--- config.mk ---
export PLATFORM = sky130hd
export DESIGN_NAME = wrr_arbiter
export DESIGN_NICKNAME = d
export VERILOG_FILES = /design/src/rtl/wrr_arb_pkg.sv /design/src/rtl/wrr_pick.sv /design/src/rtl/wrr_arbiter.sv
export SDC_FILE = /design/constraint.sdc
export NUM_CORES = 1
export LEC_CHECK = 0
export CAP_MARGIN = 25
export CORE_MARGIN = 2
export CORE_UTILIZATION = 46
export CTS_BUF_LIST = sky130_fd_sc_hd__clkbuf_16
export DETAILED_ROUTE_END_ITERATION = 10
export GPL_ROUTABILITY_DRIVEN = 0
export PLACE_DENSITY_LB_ADDON = 0.05
export SYNTH_ARGS = -nofsm -noshare
export SYNTH_HDL_FRONTEND = slang
export SYNTH_SLANG_ARGS = --single-unit
--- constraint.sdc ---
create_clock -name clk -period 2.9 [get_ports clk]
set_clock_uncertainty 0.05 [all_clocks]
set_input_delay 0.435 -clock clk [delete_from_list [all_inputs] [get_ports clk]]
set_output_delay 0.435 -clock clk [all_outputs]
set_load 0.005 [all_outputs]
--- src/rtl/wrr_arb_pkg.sv ---
// wrr_arb_pkg
// Shared definitions for the weighted round-robin arbiter:
//   - default parameter constants
//   - arbiter FSM state encoding
//   - wrap-around increment helper used to advance the priority pointer
package wrr_arb_pkg;

    localparam int DEF_NUM_REQ  = 4;
    localparam int DEF_WEIGHT_W = 4;
    localparam int DEF_MAX_HOLD = 64;

    typedef enum logic [0:0] {
        IDLE = 1'b0,
        BUSY = 1'b1
    } state_t;

    // Next index after idx, wrapping to 0 past n-1.
    function automatic int unsigned wrap_inc(input int unsigned idx, input int unsigned n);
        int unsigned nxt;
        nxt = idx + 32'd1;
        return (nxt >= n) ? 32'd0 : nxt;
    endfunction

endpackage

--- src/rtl/wrr_pick.sv ---
// wrr_pick
// Combinational rotating priority picker. Finds the first set bit of req
// searching upward from start, wrapping around to bit 0.
// Two passes: lowest set bit at or above start (masked pass); if none,
// lowest set bit overall (unmasked pass, i.e. the wrapped part).
// Ports:
//   req         in   NUM_REQ       request vector
//   start       in   clog2(NUM_REQ) search start index
//   pick_onehot out  NUM_REQ       one-hot winner, zero if no request
//   pick_idx    out  clog2(NUM_REQ) winner index, zero if no request
//   pick_valid  out  1             any request present
module wrr_pick
    import wrr_arb_pkg::*;
#(
    parameter int NUM_REQ = DEF_NUM_REQ,
    parameter int IW      = $clog2(NUM_REQ)
) (
    input  logic [NUM_REQ-1:0] req,
    input  logic [IW-1:0]      start,
    output logic [NUM_REQ-1:0] pick_onehot,
    output logic [IW-1:0]      pick_idx,
    output logic               pick_valid
);

    logic          hi_found_s;
    logic [IW-1:0] hi_idx_s;
    logic          lo_found_s;
    logic [IW-1:0] lo_idx_s;

    // Masked and unmasked lowest-set-bit searches in a single sweep.
    always_comb begin
        hi_found_s = 1'b0;
        hi_idx_s   = {IW{1'b0}};
        lo_found_s = 1'b0;
        lo_idx_s   = {IW{1'b0}};
        for (int i = 0; i < NUM_REQ; i++) begin
            hi_idx_s   = (req[i] && !hi_found_s && (32'(i) >= 32'(start))) ? IW'(i) : hi_idx_s;
            hi_found_s = hi_found_s | (req[i] && (32'(i) >= 32'(start)));
            lo_idx_s   = (req[i] && !lo_found_s) ? IW'(i) : lo_idx_s;
            lo_found_s = lo_found_s | req[i];
        end
    end

    assign pick_valid  = lo_found_s;
    assign pick_idx    = hi_found_s ? hi_idx_s : lo_idx_s;
    assign pick_onehot = lo_found_s ? ({{(NUM_REQ-1){1'b0}}, 1'b1} << pick_idx)
                                    : {NUM_REQ{1'b0}};

endmodule

--- src/rtl/wrr_arbiter.sv ---
// wrr_arbiter
// Weighted round-robin arbiter with transaction hold. A grant is held until
// the grantee raises last_in (or drops its request). Each requester may win
// up to its weight of consecutive transactions before priority rotates.
// Optional build macro WRR_TIMEOUT_EN adds a hold-cycle limit (MAX_HOLD)
// that forcibly releases a stuck grant and pulses timeout_out.
// Ports:
//   clk             in   1                   clock, posedge
//   rstN            in   1                   synchronous active-low reset
//   req_in          in   NUM_REQ             level request vector
//   last_in         in   NUM_REQ             final beat, used for grantee only
//   weight_in       in   NUM_REQ*WEIGHT_W    per-requester weights
//   grant_out       out  NUM_REQ             registered one-hot grant
//   grant_valid_out out  1                   any grant
//   grant_id_out    out  clog2(NUM_REQ)      grantee index, 0 when idle
//   timeout_out     out  1                   forced-release pulse
module wrr_arbiter
    import wrr_arb_pkg::*;
#(
    parameter int NUM_REQ  = DEF_NUM_REQ,
    parameter int WEIGHT_W = DEF_WEIGHT_W,
    parameter int MAX_HOLD = DEF_MAX_HOLD
) (
    input  logic                          clk,
    input  logic                          rstN,
    input  logic [NUM_REQ-1:0]            req_in,
    input  logic [NUM_REQ-1:0]            last_in,
    input  logic [NUM_REQ*WEIGHT_W-1:0]   weight_in,
    output logic [NUM_REQ-1:0]            grant_out,
    output logic                          grant_valid_out,
    output logic [$clog2(NUM_REQ)-1:0]    grant_id_out,
    output logic                          timeout_out
);

    localparam int IW = $clog2(NUM_REQ);

    state_t                state_r,   state_nxt_s;
    logic [NUM_REQ-1:0]    grant_r,   grant_nxt_s;
    logic [IW-1:0]         id_r,      id_nxt_s;
    logic [IW-1:0]         ptr_r,     ptr_nxt_s;
    logic [IW-1:0]         owner_r,   owner_nxt_s;
    logic [WEIGHT_W-1:0]   credit_r,  credit_nxt_s;
    logic                  timeout_r, timeout_nxt_s;

    logic [NUM_REQ-1:0]    pick_onehot_s;
    logic [IW-1:0]         pick_idx_s;
    logic                  pick_valid_s;
    logic [WEIGHT_W-1:0]   weight_sel_s;
    logic [WEIGHT_W-1:0]   weight_eff_s;
    logic [WEIGHT_W-1:0]   credit_dec_s;
    logic [IW-1:0]         ptr_succ_s;
    logic                  grantee_req_s;
    logic                  grantee_last_s;
    logic                  hold_hit_s;

    wrr_pick #(
        .NUM_REQ (NUM_REQ),
        .IW      (IW)
    ) u_pick (
        .req         (req_in),
        .start       (ptr_r),
        .pick_onehot (pick_onehot_s),
        .pick_idx    (pick_idx_s),
        .pick_valid  (pick_valid_s)
    );

    assign weight_sel_s   = weight_in[32'(pick_idx_s)*WEIGHT_W +: WEIGHT_W];
    // A zero weight still allows one transaction.
    assign weight_eff_s   = (weight_sel_s == {WEIGHT_W{1'b0}}) ? WEIGHT_W'(1) : weight_sel_s;
    assign credit_dec_s   = credit_r - WEIGHT_W'(1);
    assign ptr_succ_s     = IW'(wrap_inc(32'(id_r), NUM_REQ));
    assign grantee_req_s  = req_in[id_r];
    assign grantee_last_s = last_in[id_r];

`ifdef WRR_TIMEOUT_EN
    localparam int HW = (MAX_HOLD > 2) ? $clog2(MAX_HOLD) : 1;

    logic [HW-1:0] hold_cnt_r, hold_cnt_nxt_s;

    assign hold_hit_s = (hold_cnt_r == HW'(MAX_HOLD - 1));

    // Hold counter: zero while idle (so it is clear on grant), counts BUSY cycles.
    always_comb begin
        hold_cnt_nxt_s = {HW{1'b0}};
        if (state_r == BUSY) begin
            hold_cnt_nxt_s = hold_cnt_r + HW'(1);
        end else begin
            hold_cnt_nxt_s = {HW{1'b0}};
        end
    end

    // Hold counter register.
    always_ff @(posedge clk) begin
        if (!rstN) begin
            hold_cnt_r <= {HW{1'b0}};
        end else begin
            hold_cnt_r <= hold_cnt_nxt_s;
        end
    end
`else
    logic unused_hold_s;

    assign hold_hit_s    = 1'b0;
    assign unused_hold_s = ^(32'(MAX_HOLD));
`endif

    // Next-state, grant, credit and pointer logic.
    always_comb begin
        state_nxt_s   = state_r;
        grant_nxt_s   = grant_r;
        id_nxt_s      = id_r;
        ptr_nxt_s     = ptr_r;
        owner_nxt_s   = owner_r;
        credit_nxt_s  = credit_r;
        timeout_nxt_s = 1'b0;
        case (state_r)
            IDLE: begin
                if (pick_valid_s) begin
                    state_nxt_s = BUSY;
                    grant_nxt_s = pick_onehot_s;
                    id_nxt_s    = pick_idx_s;
                    // Same owner with credit left keeps its burst going.
                    if ((pick_idx_s == owner_r) && (credit_r != {WEIGHT_W{1'b0}})) begin
                        credit_nxt_s = credit_r;
                    end else begin
                        owner_nxt_s  = pick_idx_s;
                        credit_nxt_s = weight_eff_s;
                    end
                end else begin
                    grant_nxt_s = {NUM_REQ{1'b0}};
                    id_nxt_s    = {IW{1'b0}};
                end
            end
            BUSY: begin
                if (grantee_last_s) begin
                    // Normal release; last wins even if the request dropped.
                    state_nxt_s  = IDLE;
                    grant_nxt_s  = {NUM_REQ{1'b0}};
                    id_nxt_s     = {IW{1'b0}};
                    credit_nxt_s = credit_dec_s;
                    ptr_nxt_s    = (credit_dec_s == {WEIGHT_W{1'b0}}) ? ptr_succ_s : id_r;
                end else if (!grantee_req_s || hold_hit_s) begin
                    // Abort or forced release: forfeit remaining credit.
                    state_nxt_s   = IDLE;
                    grant_nxt_s   = {NUM_REQ{1'b0}};
                    id_nxt_s      = {IW{1'b0}};
                    credit_nxt_s  = {WEIGHT_W{1'b0}};
                    ptr_nxt_s     = ptr_succ_s;
                    timeout_nxt_s = grantee_req_s & hold_hit_s;
                end else begin
                    state_nxt_s = BUSY;
                end
            end
            default: begin
                state_nxt_s = IDLE;
                grant_nxt_s = {NUM_REQ{1'b0}};
                id_nxt_s    = {IW{1'b0}};
            end
        endcase
    end

    // State and output registers.
    always_ff @(posedge clk) begin
        if (!rstN) begin
            state_r   <= IDLE;
            grant_r   <= {NUM_REQ{1'b0}};
            id_r      <= {IW{1'b0}};
            ptr_r     <= {IW{1'b0}};
            owner_r   <= {IW{1'b0}};
            credit_r  <= {WEIGHT_W{1'b0}};
            timeout_r <= 1'b0;
        end else begin
            state_r   <= state_nxt_s;
            grant_r   <= grant_nxt_s;
            id_r      <= id_nxt_s;
            ptr_r     <= ptr_nxt_s;
            owner_r   <= owner_nxt_s;
            credit_r  <= credit_nxt_s;
            timeout_r <= timeout_nxt_s;
        end
    end

    assign grant_out       = grant_r;
    assign grant_valid_out = |grant_r;
    assign grant_id_out    = id_r;
    assign timeout_out     = timeout_r;

endmodule

Word-level counts from Yosys, hierarchy flattened
Cells that the tools add are included.
Cells by class
  order comparisons: 5
  reductions and logical operators: 25
  mux-type cells: 32
  bitwise logic cells: 8
  multiply operators: 0
  divide/modulo/power cells: 0
  $add $sub $neg: 2
  shift-type cells: 2
  equality and inequality tests: 5
Operator list (number)
  $mux W4: 7
  $mux W2: 12
  $pmux W4 S2: 2
  $shiftx A16 B5 Y4: 1
  $logic_and A1 B1 Y1: 12
  $logic_not A4 Y1: 2
  $mux W1: 7
  $logic_not A1 Y1: 6
  $or A1 B1 Y1: 6
  $reduce_and A3 Y1: 2
  $bmux W1 S2: 2
  $ge A1 B2 Y1 const A: 2
  $ne A2 B2 Y1 const B: 2
  $pmux W2 S2: 1
  $reduce_bool A4 Y1: 1
  $reduce_or A4 Y1: 1
  $shl A1 B2 Y4 const A: 1
  $sub A4 B1 Y4 const B: 1
  $add A2 B1 Y3 const B: 1
  $ge A3 B3 Y1 const B: 1
  $lt A2 B3 Y1 const B: 1
  $ne A3 B2 Y1 const B: 1
  $eq A2 B2 Y1: 1
  $ge A2 B2 Y1 const A: 1
  4 further kinds: 5
Word-level totals
  flip-flop bits (word level): 15
  memories: 0
  bits of input ports: 26
  output and inout port bits: 8
  ROM bits: 0
  latch bits: 0
  RAM bits: 0

Depth between registers and ports, before layout
  depth after elaboration: 15
  mapped depth: 8
  mapped depth without buffers: 8

Cells and area by module
Synthesis repeated with hierarchy kept, for this count alone.
Unflattened totals
  cell total of the unflattened synthesis: 126
  area total of the unflattened synthesis: 1134.8 sq um
By module, submodules not included
  wrr_arbiter: area an instance 945.9 sq um, cells an instance 98, sequential area each 300.3 sq um, instances 1
  wrr_pick: area an instance 188.9 sq um, cells an instance 28, sequential area each 0.0 sq um, instances 1

Worst setup path after synthesis
Ideal clock, no wire load.
  path kind: input-to-reg
  start point: input port req_in[2]
  end point: register credit_r[0]
  library setup time: 0.088 ns
  path slack: 0.341 ns
  stages: 8
  arrival: 2.421 ns
  required time: 2.762 ns
  cells stage by stage: nor2b_4 > a211o_1 > and2_1 > buf_6 > mux2_4 > a221o_1 > or4_4 > a311oi_2
Between the ends
  cells in the longest elaborated chain, start to end: 12
  elaborated cells between the ends (all ways): 31
  those cells by class: eq/ne (4); shift (1); mux (11); bitwise (4); reduce/logical (11)
RTL lines
  start, declared: RTL line wrr_arbiter.sv:26  | input logic [NUM_REQ-1:0] req_in,
  $logic_and A1 B1 Y1: RTL line wrr_pick.sv:38  | hi_found_s = hi_found_s | (req[i] && (32'(i) >= 32'(start)));
  $or A1 B1 Y1: RTL line wrr_pick.sv:38
  $logic_not A1 Y1: RTL line wrr_pick.sv:37  | hi_idx_s = (req[i] && !hi_found_s && (32'(i) >= 32'(start))) ? IW'(i) : hi_idx_s;
  $logic_and A1 B1 Y1: RTL line wrr_pick.sv:37
  $mux W2: RTL line wrr_pick.sv:37
  $mux W2: RTL line wrr_pick.sv:45  | assign pick_idx = hi_found_s ? hi_idx_s : lo_idx_s;
  $shiftx A16 B5 Y4: RTL line wrr_arbiter.sv:67  | assign weight_sel_s = weight_in[32'(pick_idx_s)*WEIGHT_W +: WEIGHT_W];
  $logic_not A4 Y1: RTL line wrr_arbiter.sv:69  | assign weight_eff_s = (weight_sel_s == {WEIGHT_W{1'b0}}) ? WEIGHT_W'(1) : weight_sel_s;
  $mux W4: RTL line wrr_arbiter.sv:69
  $mux W4: RTL line wrr_arbiter.sv:123  | if ((pick_idx_s == owner_r) && (credit_r != {WEIGHT_W{1'b0}})) begin
  $mux W4: RTL line wrr_arbiter.sv:118  | if (pick_valid_s) begin
  $pmux W4 S2: RTL line wrr_arbiter.sv:116  | case (state_r)
  end signal, assigned: RTL line wrr_arbiter.sv:170  | credit_r <= {WEIGHT_W{1'b0}};
  end signal, assigned: RTL line wrr_arbiter.sv:178  | credit_r <= credit_nxt_s;
  end, declared: RTL line wrr_arbiter.sv:42  | logic [WEIGHT_W-1:0] credit_r, credit_nxt_s;
Several ways; a longest one is shown, not always the timed one. The select of a mux whose other input is x is not followed.
A chain may end at the register's enable or synchronous reset.

Worst setup path after layout
Same ends and word-level chain as after synthesis.

==> results.json <==
{
  "initial_core_util_pct": 48.8,
  "clockBufferDepth": 2,
  "grt_usage_pct": 24.9,
  "p_int_mw": 0.609,
  "p_switching_mw": 0.279,
  "clock_latency_ps": 250,
  "clkSinkCount": 15,
  "syn_to_final_growth_pct": 44.4,
  "period_share_pct": 97.1,
  "yosysWarnings": 0,
  "drv_slew": 0,
  "ant_nets": 0,
  "overflow": 0,
  "grt_pass1_wl_um": 5070,
  "die_width_um": 52.7,
  "p_leak_nw": 0.659,
  "grt_max_degree": 16,
  "clkPwrFrac_pct": 30.3,
  "antenna_found_initial": 0,
  "fin_nets": 202,
  "hold_start": "owner_r[0]",
  "drv_cap": 0,
  "path_class": "primary input to flop",
  "pwr-share-comb_pct": 39.2,
  "status": "finished, final reports clean",
  "hpwl_um": 2320,
  "arrival_ps": 2920,
  "cts.htree.levels": 1,
  "clk_pin_slew_ps": 50,
  "synth_flop_cell": "dfxtp_1",
  "synth_area_leaders": "dfxtp_1, mux2i_1, nor2_1",
  "num_rows": 17,
  "fin_crit_ps": 2820,
  "via_per_inst": 5.60,
  "synth_cells": 130,
  "drtIter0Drc": 19,
  "place_area_um2": 1490,
  "fill_cells": 199,
  "met2_length_um": 1470,
  "die_h_um": 52.7,
  "cp.required_ps": 3010,
  "ios": 34,
  "switching_share_pct": 31.4,
  "portBuffers": 32,
  "synth_async_sr_flop_share_pct": 0,
  "top_layer_used": "met4",
  "end_kind": "flop",
  "die_area_um2": 2770,
  "cp-start-kind": "primary input",
  "p_seq_share_pct": 30.5,
  "n_antenna_cell": 0,
  "yosysUniqueCellTypes": 46,
  "cts_made_buffers": 3,
  "yosys-top-cells-count": "nor2_1, dfxtp_1, nand2_1",
  "vias": 1120,
  "ir_worst_vdd_mv": 0.341,
  "cts_tree": "yes",
  "yosysSeqAreaShare_pct": 27.6,
  "drtPass1Iterations": 4,
  "drt-total-wl_um": 2940,
  "dp.cells": 196,
  "cts-root-buf": "clkbuf_16",
  "coreArea_um2": 2230,
  "grt_pass1_vias": 1141,
  "drive_gt1_share_pct": 15.1,
  "yosysTopAreaCellShare_pct": 27.6,
  "wl_met1_um": 1300,
  "worst_slack_ps": 84.0,
  "fmax_ghz": 0.355,
  "critPathMaxFanout": 4,
  "hold_class": "flop to flop",
  "fin_cells": 200,
  "wl_per_cell_um": 14.7,
  "crit_start": "req_in[2]",
  "synthesis.area_um2": 1090,
  "tns_ps": 0,
  "synthesis.nets": 159,
  "p_per_area_nw_per_um2": 564,
  "fin_area_um2": 1570,
  "post-place-ws_ps": -228,
  "synth.most_common_cell": "nor2_1",
  "postCtsHoldBufs": 0,
  "ys_ff_latch": 15,
  "syn_area_per_cell_um2": 8.38,
  "wl_met3_um": 126,
  "hold_viol_final": 0,
  "r2r_start": "ptr_r[1]",
  "synth_area_leader_cell": "dfxtp_1",
  "synth_edf_count": 0,
  "drc": 0,
  "setup_viol": 0
}
## critical path, stage by stage
cell and delay (ps):
clkdlybuf4s50_1 460, nor2b_1 180, a211o_1 280, and2_1 190
mux2_4 300, a221o_1 320, or4_4 520, a311oi_2 240
## cell families after synthesis
| kind of cell | Yosys count | synth area share [%] |
|---|---|---|
| other | 1 | 0.344 |
| AND/OR/NAND/NOR | 58 | 28.0 |
| XOR/XNOR | 4 | 3.22 |
| multiplexers | 13 | 15.2 |
| flip-flops | 15 | 27.6 |
| adder cells (fa/ha/maj) | 3 | 3.44 |
| buffers and inverters | 10 | 5.40 |
| AO/OA/AOI/OAI | 26 | 16.9 |
## area by class of cell
type | instances | area, um2 | share of cell area [%]
clock inverter | 1 | 5.00 | 0.318
timing repair buffer | 44 | 410 | 26.1
sequential | 15 | 300 | 19.1
clock buffer | 3 | 75.1 | 4.77
inverter | 4 | 15.0 | 0.954
tap | 28 | 35.0 | 2.23
multi-input combinational | 105 | 733 | 46.6
## worst paths after layout
| kind | to | slack (ps) | cells past startpoint |
|---|---|---|---|
| min reg2reg | owner_r[0] | 470 | 2 |
| max reg2reg | credit_r[0] | 430 | 7 |
| max | credit_r[0] | 80 | 8 |
| min | owner_r[0] | 470 | 2 |
## placed cells by master (no fill, tap or decap), types with 2 or more instances in the layout
master and n:
clkdlybuf4s50_1 32, nor2_1 20, dfxtp_1 15, buf_4 12, nand2_1 10, mux2i_1 9, a21oi_1 8, nor3_1 8
inv_1 4, a211oi_1 4, nor2b_1 3, xor2_1 3, ha_1 3, clkbuf_16 3, and2_1 2, nor3b_1 2
o21ai_0 2, a22oi_1 2, a32oi_1 2
## repair_timing
action	CTS	global route
endpoints found under the setup margin	0	3
setup buffers	0	0
gates resized for setup	0	1
## routing by layer
layer	up-vias	GRT usage, %
met4	0	7.26
met3	4	4.29
li1	560	-
met2	30	44.0
met5	-	0
met1	526	30.7
## flip-flops by register name, indices dropped and copies added, names as in the netlist
signal and count:
grant_out 4, credit_r 4, owner_r 2, grant_id_out 2, ptr_r 2, state_r 1
## power groups by stage
stage	clock network, mW	registers (mW)	logic [mW]
2_1_floorplan	0	0.263	0.224
3_3_place_gp	0	0.271	0.335
3_5_place_dp	0	0.274	0.344
4_1_cts	0.276	0.270	0.346
5_1_grt	0.281	0.275	0.384
6_report	0.269	0.271	0.347
## stage by stage
| step | total power [mW] | hold WS [ps] | util (%) |
|---|---|---|---|
| final | 0.887 | 466 | 70.5 |
| after global routing | 0.941 | 496 | 70.5 |
| after CTS | 0.892 | 470 | 70.4 |
| after detailed placement | 0.619 | 449 | 66.8 |
| after global placement | 0.607 | 444 | 66.8 |
| after floorplan | 0.487 | 428 | - |
Power figures use the tool's default switching activity.
